==> src/rtl/tdm_demux_pkg.sv <==
// Shared types and default sizing for the TDM receive demultiplexer.
package tdm_pkg;

  typedef enum logic {
    TDM_IDLE = 1'b0,
    TDM_RUN  = 1'b1
  } tdm_state_e;

  localparam int unsigned TDM_N_CH = 4;
  localparam int unsigned TDM_W    = 8;

endpackage

==> src/rtl/tdm_demux_slot_decoder.sv <==
// Slot index to one-hot channel write enable; all zeros when not enabled.
module slot_decoder #(
  parameter int unsigned N_CH = 4,
  parameter int unsigned SW   = 2
) (
  input  logic [SW-1:0]   slot,
  input  logic            en,
  output logic [N_CH-1:0] we
);

  always_comb begin
    we = '0;
    if (en) we = N_CH'(1) << slot;
  end

endmodule

==> src/rtl/tdm_demux.sv <==
// TDM receive side: routes serial slot words to per-channel output registers.
// Define TDM_DEMUX_FRAME_LATCH_EN to publish whole frames at once via a shadow bank.
module tdm_demux
  import tdm_pkg::*;
#(
  parameter int unsigned N_CH = TDM_N_CH,
  parameter int unsigned W    = TDM_W
) (
  input  logic              clk,
  input  logic              rst,
  input  logic              in_valid,
  input  logic              in_sof,
  input  logic [W-1:0]      in_data,
  output logic [N_CH*W-1:0] out_data,
  output logic [N_CH-1:0]   out_valid,
  output logic              frame_done,
  output logic              frame_err
);

  localparam int unsigned   SW   = $clog2(N_CH);
  localparam logic [SW-1:0] LAST = SW'(N_CH - 1);

  tdm_state_e      state, state_n;
  logic [SW-1:0]   slot, slot_n, wr_slot;
  logic            wr_en, done_n, err_n;
  logic [N_CH-1:0] we;

  always_comb begin
    state_n = state;
    slot_n  = slot;
    wr_en   = 1'b0;
    wr_slot = slot;
    done_n  = 1'b0;
    err_n   = 1'b0;
    case (state)
      TDM_IDLE: begin
        if (in_valid) begin
          if (in_sof) begin
            wr_en   = 1'b1;
            wr_slot = '0;
            slot_n  = SW'(1);
            state_n = TDM_RUN;
          end else begin
            err_n = 1'b1;
          end
        end
      end
      TDM_RUN: begin
        if (in_valid) begin
          wr_en = 1'b1;
          if (in_sof) begin
            // Early SOF restarts the frame in place without leaving RUN.
            err_n   = 1'b1;
            wr_slot = '0;
            slot_n  = SW'(1);
          end else if (slot == LAST) begin
            done_n  = 1'b1;
            slot_n  = '0;
            state_n = TDM_IDLE;
          end else begin
            slot_n = slot + SW'(1);
          end
        end
      end
      default: state_n = TDM_IDLE;
    endcase
  end

  always_ff @(posedge clk) begin
    if (rst) begin
      state <= TDM_IDLE;
      slot  <= '0;
    end else begin
      state <= state_n;
      slot  <= slot_n;
    end
  end

  slot_decoder #(
    .N_CH (N_CH),
    .SW   (SW)
  ) u_slot_decoder (
    .slot (wr_slot),
    .en   (wr_en),
    .we   (we)
  );

`ifdef TDM_DEMUX_FRAME_LATCH_EN
  logic [N_CH*W-1:0] shadow;

  // The last slot bypasses the shadow so the whole frame lands in one cycle.
  always_ff @(posedge clk) begin
    if (rst) begin
      shadow     <= '0;
      out_data   <= '0;
      out_valid  <= '0;
      frame_done <= 1'b0;
      frame_err  <= 1'b0;
    end else begin
      frame_done <= done_n;
      frame_err  <= err_n;
      out_valid  <= {N_CH{done_n}};
      for (int unsigned k = 0; k < N_CH; k++) begin
        if (we[k]) shadow[k*W +: W] <= in_data;
        if (done_n) out_data[k*W +: W] <= we[k] ? in_data : shadow[k*W +: W];
      end
    end
  end
`else
  always_ff @(posedge clk) begin
    if (rst) begin
      out_data   <= '0;
      out_valid  <= '0;
      frame_done <= 1'b0;
      frame_err  <= 1'b0;
    end else begin
      frame_done <= done_n;
      frame_err  <= err_n;
      out_valid  <= we;
      for (int unsigned k = 0; k < N_CH; k++) begin
        if (we[k]) out_data[k*W +: W] <= in_data;
      end
    end
  end
`endif

endmodule
==> config.mk <==
export PLATFORM = sky130hd
export DESIGN_NAME = tdm_demux
export DESIGN_NICKNAME = d
export VERILOG_FILES = /design/src/rtl/tdm_demux_pkg.sv /design/src/rtl/tdm_demux_slot_decoder.sv /design/src/rtl/tdm_demux.sv
export SDC_FILE = /design/constraint.sdc
export NUM_CORES = 1
export LEC_CHECK = 0
export ABC_AREA = 0
export BUFFER_PORTS_ARGS = -buffer_cell sky130_fd_sc_hd__buf_2
export CORE_ASPECT_RATIO = 0.9
export CORE_MARGIN = 2
export CORE_UTILIZATION = 53
export DETAILED_ROUTE_END_ITERATION = 12
export GPL_TIMING_DRIVEN = 0
export HOLD_SLACK_MARGIN = 0.08
export PLACE_DENSITY_LB_ADDON = 0.25
export SYNTH_ARGS = -nofsm -noshare
export SYNTH_HDL_FRONTEND = slang
export SYNTH_SLANG_ARGS = --single-unit
==> constraint.sdc <==
create_clock -name clk -period 1.85 [get_ports clk]
set_input_delay 0 -clock clk [delete_from_list [all_inputs] [get_ports clk]]
set_output_delay 0 -clock clk [all_outputs]
set_load 0.005 [all_outputs]
==> results.md <==
- Synth warn: 0
- Fraction of final layout cells with drive strength greater than 1: 28.8%
- Distinct cells, synth: 20
- Part of the total power dissipated in sequential elements: 55.6%
- Number of antenna repair diodes: 0
- Post-detailed-placement cell area: 1910 um2
- Number of I/O pins: 50
- CTS sink count: 41
- Portion of the post-synthesis area used by sequential elements: 50.8%
- Fin crit period: 1420 ps
- Via Count: 1,249
- Post-detailed-route count of antenna-violating nets: 0
- Critical Path Source Type: flop
- Post-Synthesis Cells: 148
- WP data required: 2140 ps
- Vertical extent of the die: 56.4 um
- Net total in the final layout: 227
- Setup repair after global routing missed its margin: no
- Mapped Nets: 161
- Die footprint: 3510 um2
- GPL Wtd Cong: 0.822
- Area growth syn-to-layout: 30.1%
- Floorplan Core Area: 2820 um2
- Clock latency on the worst-skew pair: 340 ps
- Signal arrival time at the worst endpoint: 1710 ps
- Width of the die: 62.2 um
- DRT iter0 DRCs: 31
- Crit end category: flop
- Largest cells by area after synthesis: dfxtp_1, mux2i_1, nand2b_1
- Combinational cell fraction of total power: 8.0%
- GR Overflow Total: 0
- IO buf count: 48
- Worst relative slew slack: 72.7%
- Cell Rows: 18
- Detail Placement HPWL: 2.47 mm
- VDD IR max: 504 uV
- Hold Path Class: input pin to flop
- Via-to-Cell Ratio: 4.90
- Result of the run: complete, no violations
- Global-route wire length before repair: 5.97 mm
- Bufs on Longest Clock Path: 2
- Clock-pin slew reported for the worst setup and hold paths after clock tree synthesis: 120 ps
- Initial antenna violation count: 0
- Critical-path maximum fanout: 7
- Post-synth design cell area: 1620 um2
- CTS Buf Count: 5
- Count of final hold-check violations: 0
- Yosys top cell by area: dfxtp_1
- Sum of internal, switching and leakage power: 0.00164 W
- Commonest non-fill, non-tap cells in the layout: buf_2, dfxtp_1, nand2b_1
- Total power divided by cell area: 780 nW/um2
- Synthesized flop and latch total: 41
- Number of filler cells placed in the layout: 200
- Number of global-route vias before repair: 1,253
- H-Tree Depth: 2
- Final WL: 3.63 mm
- Pin count of the biggest net entering global routing: 13
- Total GRT Usage: 22.2%
- Leakage power total: 1.10 nW
- Total of max-cap violations: 0
- Wirelength per Cell: 14.2 um
- Switching power: 0.000345 W
- Number of pins with negative max-slew slack in the final report: 0
- Pin slew with the least headroom to its limit: 410 ps
- Maximum achievable frequency: 702 MHz
- Post_cts resized: 0
- Final setup violating endpoints: 0
- Final Hold Slack: 188 ps
- Crit share post-route: 77.0%
- Area occupied by multi-input gates: 733 um2
- Fin Setup TNS: 0 ps
- Cell internal pwr: 0.00129 W
- Clock tree from TritonCTS: yes
- Avg Synthesized Cell Area: 10.9 um2
- Switching share of power: 21.0%
- Worst-case register-to-register setup slack: 430 ps
- Share of power burned in the clock network: 36.3%
- Drc violations: 0
- Critical path class: flop to flop
- Library cell used as clock root buffer: clkbuf_4
- Commonest non-fill, non-tap cell in the layout: buf_2
- Starting density of the core: 57.4%
- Combined flip-flop and latch cell area: 821 um2
- DRT Pass-1 Iters: 4
- Post-synth top area share: 50.8%
- Post-Layout Inst Area: 2100 um2
- Clock tree skew after final layout: 8.85 ps
## layer usage
layer  up-vias  global-route usage, %  routed length (um)
li1        622                      -                   -
met1       578                   25.8                1600
met2        45                   39.0                1780
met3         4                   6.41                 234
met4         0                   8.57                  23
met5         -                      0                   0
## through the flow
stage / utilization [%] / setup slack (ps) / cells
floorplan: - / 718 / 148
global placement: 67.7 / 612 / 236
detailed placement: 67.7 / 521 / 236
CTS: 74.6 / 502 / 255
global route: 74.6 / 348 / 255
finish: 74.6 / 426 / 255
## flip-flops by register name, summed over array words and instances, names as in the netlist
name	flops
frame_done	1
frame_err	1
out_data	32
out_valid	4
slot	2
state	1
## repair_timing
item,in CTS,in global routing
hold buffers,11,0
setup buffers,0,0
setup endpoints to repair,0,0
endpoints found under the hold margin,37,0
## kinds of logic after synthesis
family                     synth area share, %
xor gates and xnor gates                 0.542
adders and majority gates                0.774
muxes                                     19.8
and+or+nand+nor                           21.6
DFF                                       50.8
buffers and inverters                     3.79
AOI/OAI and AO/OA                         2.63
## critical path: stages, from the launching register on
cell	delay [ps]
dfxtp_1	460
xor2_1	120
nor3b_1	230
dlygate4sd3_1	570
## synthesized netlist by cell type (all sizes together)
| cell type | instances |
|---|---|
| a21oi | 1 |
| a22oi | 2 |
| and3b | 2 |
| buf | 5 |
| clkbuf | 4 |
| dfxtp | 41 |
| ha | 1 |
| mux2i | 32 |
| nand2 | 3 |
| nand2b | 40 |
| nand3 | 1 |
| nand3b | 2 |
| nor2 | 6 |
| nor3b | 3 |
| o21a | 1 |
| o21ai | 3 |
| xor2 | 1 |
## cell type report
cell class	instances	share of cell area, %
tap	40	2.38
clock inverter	1	1.43
sequential	41	39.1
multi-input combinational	98	34.9
timing repair buffer	59	16.7
buffer	9	2.92
clock buffer	7	2.62
## final timing paths
kind / start / end / depth (start not counted)
setup / recovery: state / frame_err / 3
hold / removal: rst / out_data[5] / 3
setup reg to reg: state / frame_err / 3
hold reg to reg: out_data[6] / out_data[6] / 2
## power groups by stage
stage / Sequential, W / Clock [W] / Combinational [W]
after CTS: 0.000912 / 0.000605 / 0.000130
after detailed placement: 0.000932 / 0 / 0.000112
after global routing: 0.000915 / 0.000645 / 0.000144
after global placement: 0.000931 / 0 / 0.000108
final: 0.000912 / 0.000596 / 0.000132
after floorplan: 0.000932 / 0 / 0.0000671
Power figures use the tool's default switching activity.
